==> src/rtl/instr_fetch_unit_if.sv <==
// Instruction-memory fetch bus between instr_fetch_unit (master) and IMem (slave).
// IMemReq is held until the cycle IMemValid returns the word at IMemAddr.
interface instr_fetch_unit_if #(
    parameter int PCW = 8,
    parameter int IW  = 8
);
    logic           IMemReq;
    logic [PCW-1:0] IMemAddr;
    logic           IMemValid;
    logic [IW-1:0]  IMemData;

    modport master (
        output IMemReq, IMemAddr,
        input  IMemValid, IMemData
    );

    modport slave (
        input  IMemReq, IMemAddr,
        output IMemValid, IMemData
    );
endinterface

==> src/rtl/instr_fetch_unit.sv <==
// instr_fetch_unit: owns PC and IR, fetches over the IMem req/valid bus and
// applies controller decisions (LoadIR/IncPC/SelPC/LoadPC with Z/C) in EXEC.
// Optional macro FETCH_TIMEOUT_EN adds a FETCH watchdog and FetchTimeout output.
module instr_fetch_unit #(
    parameter int PCW     = 8,
    parameter int IW      = 8,
    parameter int TIMEOUT = 16
) (
    input  logic              Clk,
    input  logic              CLB,
    instr_fetch_unit_if.master imem,
    output logic [3:0]        Opcode,
    output logic [IW-5:0]     Operand,
    output logic              ExecValid,
    input  logic              LoadIR,
    input  logic              IncPC,
    input  logic              SelPC,
    input  logic              LoadPC,
    input  logic              Z,
    input  logic              C,
    input  logic [PCW-1:0]    RegTarget,
    output logic [PCW-1:0]    PC,
    output logic              Halted,
    output logic              IllegalOp
`ifdef FETCH_TIMEOUT_EN
    ,
    output logic              FetchTimeout
`endif
);

    localparam logic [1:0] IDLE   = 2'b00;
    localparam logic [1:0] FETCH  = 2'b01;
    localparam logic [1:0] EXEC   = 2'b10;
    localparam logic [1:0] HALTED = 2'b11;

    logic [1:0]     state_q, state_d;
    logic [PCW-1:0] pc_q, pc_d;
    logic [IW-1:0]  ir_q, ir_d;
    logic           halted_q, halted_d;
    logic           illegal_q, illegal_d;
    logic           taken;
    logic [PCW-1:0] pc_inc;

`ifdef FETCH_TIMEOUT_EN
    localparam int CW = $clog2(TIMEOUT + 1);
    logic [CW-1:0]  tmo_cnt_q, tmo_cnt_d;
    logic           fetch_timeout_q, fetch_timeout_d;
    assign FetchTimeout = fetch_timeout_q;
`endif

    // Request is purely state-decoded so an async reset drops it in the same cycle.
    assign imem.IMemReq  = (state_q == FETCH);
    assign imem.IMemAddr = pc_q;
    assign ExecValid     = (state_q == EXEC);
    assign Opcode        = ir_q[IW-1:IW-4];
    assign Operand       = ir_q[IW-5:0];
    assign PC            = pc_q;
    assign Halted        = halted_q;
    assign IllegalOp     = illegal_q;
    assign pc_inc        = pc_q + PCW'(1);

    // Branch condition: Z for 0110/0111, C for 1000/1010, otherwise unconditional.
    always_comb begin
        taken = 1'b1;
        case (Opcode)
            4'b0110, 4'b0111: taken = Z;
            4'b1000, 4'b1010: taken = C;
            default:          taken = 1'b1;
        endcase
    end

    // Next-state, PC, IR and sticky-flag computation.
    always_comb begin
        state_d   = state_q;
        pc_d      = pc_q;
        ir_d      = ir_q;
        halted_d  = halted_q;
        illegal_d = illegal_q;
`ifdef FETCH_TIMEOUT_EN
        tmo_cnt_d       = '0;
        fetch_timeout_d = fetch_timeout_q;
`endif
        case (state_q)
            IDLE: state_d = FETCH;
            FETCH: begin
                if (imem.IMemValid) begin
                    ir_d    = imem.IMemData;
                    state_d = EXEC;
                end
`ifdef FETCH_TIMEOUT_EN
                else if (tmo_cnt_q == CW'(TIMEOUT - 1)) begin
                    fetch_timeout_d = 1'b1;
                    halted_d        = 1'b1;
                    state_d         = HALTED;
                end else begin
                    tmo_cnt_d = tmo_cnt_q + CW'(1);
                end
`endif
            end
            EXEC: begin
                if (Opcode == 4'b1001 || Opcode == 4'b1110) begin
                    illegal_d = 1'b1;
                    halted_d  = 1'b1;
                    state_d   = HALTED;
                end else if (!LoadIR) begin
                    halted_d = 1'b1;
                    state_d  = HALTED;
                end else begin
                    state_d = FETCH;
                    if (LoadPC) begin
                        if (taken) pc_d = SelPC ? PCW'(Operand) : RegTarget;
                        else       pc_d = pc_inc;
                    end else if (IncPC) begin
                        pc_d = pc_inc;
                    end
                end
            end
            default: ; // HALTED: only CLB leaves
        endcase
    end

    // State and datapath registers, async active-low clear.
    always_ff @(posedge Clk or negedge CLB) begin
        if (!CLB) begin
            state_q   <= IDLE;
            pc_q      <= '0;
            ir_q      <= '0;
            halted_q  <= 1'b0;
            illegal_q <= 1'b0;
`ifdef FETCH_TIMEOUT_EN
            tmo_cnt_q       <= '0;
            fetch_timeout_q <= 1'b0;
`endif
        end else begin
            state_q   <= state_d;
            pc_q      <= pc_d;
            ir_q      <= ir_d;
            halted_q  <= halted_d;
            illegal_q <= illegal_d;
`ifdef FETCH_TIMEOUT_EN
            tmo_cnt_q       <= tmo_cnt_d;
            fetch_timeout_q <= fetch_timeout_d;
`endif
        end
    end

endmodule

==> src/flat_wrapper.sv <==
// flat-port wrapper written by rule: the top's interface ports become plain ports
module instr_fetch_unit_flat 
#(
    parameter int PCW     = 8,
    parameter int IW      = 8,
    parameter int TIMEOUT = 16
)
  (Clk, CLB, Opcode, Operand, ExecValid, LoadIR, IncPC, SelPC, LoadPC, Z, C, RegTarget, PC, Halted, IllegalOp, imem_IMemReq, imem_IMemAddr, imem_IMemValid, imem_IMemData);
  instr_fetch_unit_if #(.PCW(PCW), .IW(IW)) imem_i ();
  input  logic Clk;
  input  logic CLB;
  output logic [3:0] Opcode;
  output logic [IW-5:0] Operand;
  output logic ExecValid;
  input  logic LoadIR;
  input  logic IncPC;
  input  logic SelPC;
  input  logic LoadPC;
  input  logic Z;
  input  logic C;
  input  logic [PCW-1:0] RegTarget;
  output logic [PCW-1:0] PC;
  output logic Halted;
  output logic IllegalOp;
  output wire logic [$bits(imem_i.IMemReq)-1:0] imem_IMemReq;
  output wire logic [$bits(imem_i.IMemAddr)-1:0] imem_IMemAddr;
  input wire logic [$bits(imem_i.IMemValid)-1:0] imem_IMemValid;
  input wire logic [$bits(imem_i.IMemData)-1:0] imem_IMemData;
  assign imem_IMemReq = imem_i.IMemReq;
  assign imem_IMemAddr = imem_i.IMemAddr;
  assign imem_i.IMemValid = imem_IMemValid;
  assign imem_i.IMemData = imem_IMemData;
  instr_fetch_unit #(.PCW(PCW), .IW(IW), .TIMEOUT(TIMEOUT)) u_core (.Clk(Clk), .CLB(CLB), .imem(imem_i), .Opcode(Opcode), .Operand(Operand), .ExecValid(ExecValid), .LoadIR(LoadIR), .IncPC(IncPC), .SelPC(SelPC), .LoadPC(LoadPC), .Z(Z), .C(C), .RegTarget(RegTarget), .PC(PC), .Halted(Halted), .IllegalOp(IllegalOp));
endmodule
==> config.mk <==
export PLATFORM = sky130hd
export DESIGN_NAME = instr_fetch_unit_flat
export DESIGN_NICKNAME = d
export VERILOG_FILES = /design/src/rtl/instr_fetch_unit_if.sv /design/src/rtl/instr_fetch_unit.sv /design/src/flat_wrapper.sv
export SDC_FILE = /design/constraint.sdc
export NUM_CORES = 1
export LEC_CHECK = 0
export ABC_AREA = 1
export CAP_MARGIN = 20
export CORE_ASPECT_RATIO = 1.4
export CORE_UTILIZATION = 42
export DETAILED_ROUTE_END_ITERATION = 6
export PLACE_DENSITY = 0.82
export SETUP_SLACK_MARGIN = 0.5
export SLEW_MARGIN = 0
export SYNTH_ARGS = -nofsm -noshare
export SYNTH_HDL_FRONTEND = slang
export SYNTH_SLANG_ARGS = --single-unit
==> constraint.sdc <==
create_clock -name Clk -period 1.62 [get_ports Clk]
set_input_delay 0.243 -clock Clk [delete_from_list [all_inputs] [get_ports Clk]]
set_output_delay 0.243 -clock Clk [all_outputs]
set_load 0.01 [all_outputs]
==> impl_metrics.py <==
metrics = {
    "yosys": {
        "post_synthesis_share_of_cell_area_spent_on_xor_and_xnor_gates": 0.00684,
        "yosys-mux-area-fraction": 0.0439,
        "syn_area_sq_um": 1280,
        "syn-instance-count": 164,
        "yosysUniqueCellTypes": 24,
        "synth_seq_area_share": 0.391,
        "synthesis.nets": 194,
        "postSynthRegisterBits": 20,
        "post_synth_simple_gate_area": 0.342,
        "synthAdderAreaFrac": 0.0488,
        "ffs_w_async_s_r_synth": 1.00,
        "dominantRegCellSynth": "sky130_fd_sc_hd__dfrtp_1",
        "yosysWarningCount": 0,
        "synth-edff-count": 0,
        "syn_area_per_cell_sq_um": 7.81,
        "combinational_family_with_the_most_area_after_synthesis": "simple AND/OR/NAND/NOR gates",
        "synth_compound_area_frac": 0.0586,
    },
    "route": {
        "detail_route.vias_per_cell": 5.16,
        "met3_length_microns": 268,
        "top_signal_layer_used": "met4",
        "overall_via_count_from_detail_route": 1450,
        "postRouteAntennaNets": 0,
        "first_pass_iters": 5,
        "drc": 0,
        "wl_met2_mm": 2.20,
        "drt_iter0_markers": 59,
        "detail_route.wirelength.met1_mm": 1.52,
        "routed_wire_length_per_instance_microns": 14.8,
        "finalWirelength_mm": 4.17,
    },
    "setup_path": {
        "cp_cell_sequence": "buf_4, inv_4, ha_4, buf_6",
        "worst-endpoint-arrival_ns": 1.16,
        "worst_setup_path_start_kind": "flip-flop",
        "worst_ep_required_time_ns": 1.38,
        "timing.rr.start": "u_core.state_q[0]",
        "worst-path-max-fanout": 3,
        "worst-setup-path-type": "reg -> out",
        "crit_path_top_delay_cell": "sky130_fd_sc_hd__dfrtp_1",
        "timing.critical_path.max_delay_family": "flip-flops",
        "slowest_delay_ns": 0.40,
        "critical_path.n_buffers_inverters": 3,
        "worstSetupEndpointType": "output port",
        "worst-r2r-cell-count": 7,
        "worstReg2RegEnd": "u_core.PC[1]",
        "reg2reg_setup_slack_ns": 0.24,
    },
    "global_route": {
        "antenna_found_initial": 0,
        "number_of_global_route_vias_before_repair": 1461,
        "overflow": 0,
        "grt_first_pass_wirelength_mm": 6.69,
        "grt_max_degree": 21,
        "grt_use_total": 0.267,
    },
    "clock_network": {
        "cts_max_path_buffers": 2,
        "tritoncts": "built",
        "cts_buffers": 3,
        "worst_setup_hold_path_clk_slew_ns": 0.07,
        "cts_htree_levels": 1,
        "clock_tree.root_cell": "sky130_fd_sc_hd__clkbuf_8",
        "clock_sinks": 20,
        "clkLatencyLatePin_ns": 0.26,
    },
    "floorplan": {
        "die_w_microns": 48.7,
        "core.rowCount": 23,
        "design.core.area_sq_um": 2880,
        "top_level_ports": 53,
        "die_h_microns": 67.4,
        "die_area_sq_um": 3280,
        "start_util": 0.445,
    },
    "power": {
        "power.leakage_uw": 0.00109,
        "vdd_drop_max_mv": 0.994,
        "power.density_cell_area_nw_per_um2": 1740,
    },
    "place": {
        "place.gp.congestion": 0.900,
        "portBuffers": 52,
        "post-dp-hpwl_mm": 2.65,
    },
    "timing": {
        "fin_setup_tns_ns": 0,
        "final_min_period_over_clock_period": 0.866,
        "timing_max_transition_violations_final": 0,
        "fin_clk_skew_ns": 0.00242,
        "report.final.setup_viol": 0,
        "final_hold_viol_count": 0,
        "setup_repair_after_global_routing_missed_its_margin": "yes",
        "slew_headroom": 0.800,
        "timing_worst_slew_pin_value_ns": 0.299,
        "period_minus_slack_ns": 1.40,
        "achievable-frequency_ghz": 0.712,
    },
    "cells_and_area": {
        "final_nets": 276,
        "n_fill_cell": 214,
        "post_route_cells_drive_above_1_share": 0.422,
        "n_antenna_cell": 0,
        "flow.area_growth_from_synthesis_pct": 66.8,
        "postLayoutCoreUtil": 0.743,
    },
    "run_status": {
        "outcome": "completed",
    },
    "job": {
        "count_of_max_cap_constraint_violations": 0,
    },
    "hold_path": {
        "min-delay-path-class": "in -> async",
    },
}
==> synthesized netlist by cell type (2+ instances only) <==
cell type	instances	area, sq um
sky130_fd_sc_hd__nand2_1	50	188
sky130_fd_sc_hd__dfrtp_1	20	500
sky130_fd_sc_hd__nor2_1	10	37.5
sky130_fd_sc_hd__buf_4	8	60.1
sky130_fd_sc_hd__nand3_1	19	95.1
sky130_fd_sc_hd__o21ai_0	4	20.0
sky130_fd_sc_hd__inv_1	19	71.3
sky130_fd_sc_hd__nand2_2	2	12.5
sky130_fd_sc_hd__ha_1	5	62.6
sky130_fd_sc_hd__mux2_2	5	56.3
sky130_fd_sc_hd__a21oi_1	3	15.0
sky130_fd_sc_hd__nor2_4	2	22.5
sky130_fd_sc_hd__nand4_1	6	37.5
==> flip-flops by register name (all words and copies together), names as in the netlist <==
register	count
u_core.PC	8
u_core.Halted	1
u_core.state_q	2
u_core.IllegalOp	1
u_core.ir_q	8
==> stage by stage <==
stage	std cells	cell area (sq um)	hold slack, ns	total power [uW]	setup WS, ns
after floorplan	164	1350	-0.0526	2100	0.347
after global placement	246	1860	0.460	2790	0.124
after detailed placement	246	1860	0.449	2860	0.0808
after CTS	276	2100	0.344	3520	0.260
after global routing	281	2140	0.364	3950	0.152
final	281	2140	0.334	3710	0.216
==> worst max-delay path by stage <==
stage / depth (start not counted) / from / to / slack [ns]
floorplan: 5 / u_core.state_q[1] / u_core.ir_q[1] / 0.35
global placement: 7 / LoadPC / u_core.PC[0] / 0.12
detailed placement: 6 / LoadPC / u_core.PC[1] / 0.08
CTS: 7 / u_core.state_q[0] / u_core.PC[1] / 0.26
global route: 8 / u_core.state_q[1] / u_core.PC[0] / 0.15
finish: 4 / u_core.state_q[1] / imem_IMemReq / 0.22
==> repair_timing <==
action,4_1_cts,5_1_grt
buffers inserted,26,5
gates cloned,1,0
hold buffers,0,0
gates resized for setup,126,17
setup endpoints to repair,46,28
pin swaps,13,16
==> layer usage <==
layer  vias to the layer above  global-route usage
li1                        679                   -
met1                       663               0.292
met2                        87               0.500
met3                        21              0.0428
met4                         0               0.136
met5                         -                   0
==> cells in the final DEF, fill, tap and decap left out, drive strengths merged <==
master and count:
nor2 13, a21o 1, ha 5, nand3 21, inv 20, a21oi 4, or2 1, buf 61
clkdlybuf4s50 24, nand2 53, clkbuf 3, xor2 1, o21bai 1, nand4 6, mux2 5, dfrtp 20
o21ai 5
==> power breakdown <==
part / total, uW / switching [uW] / internal, uW
sequential: 906 / 172 / 734
combinational: 2480 / 1240 / 1240
clock: 326 / 160 / 166
total: 3710 / 1580 / 2130
==> layout make-up <==
type                    instances  area, sq um  share of cell area
multi-input cells             116          788               0.369
inverters                      20         80.1              0.0375
flip-flops and latches         20          505               0.237
clock buffers                   3         41.3              0.0193
repair buffers                 85          676               0.316
well taps                      37         46.3              0.0217
==> kinds of logic after synthesis <==
logic type	after synthesis
AOI/OAI and AO/OA	11
xor gates and xnor gates	1
adders and majority gates	5
buffers and inverters	29
DFF	20
muxes	5
and+or+nand+nor	93
(Power assumes the default switching activity.)
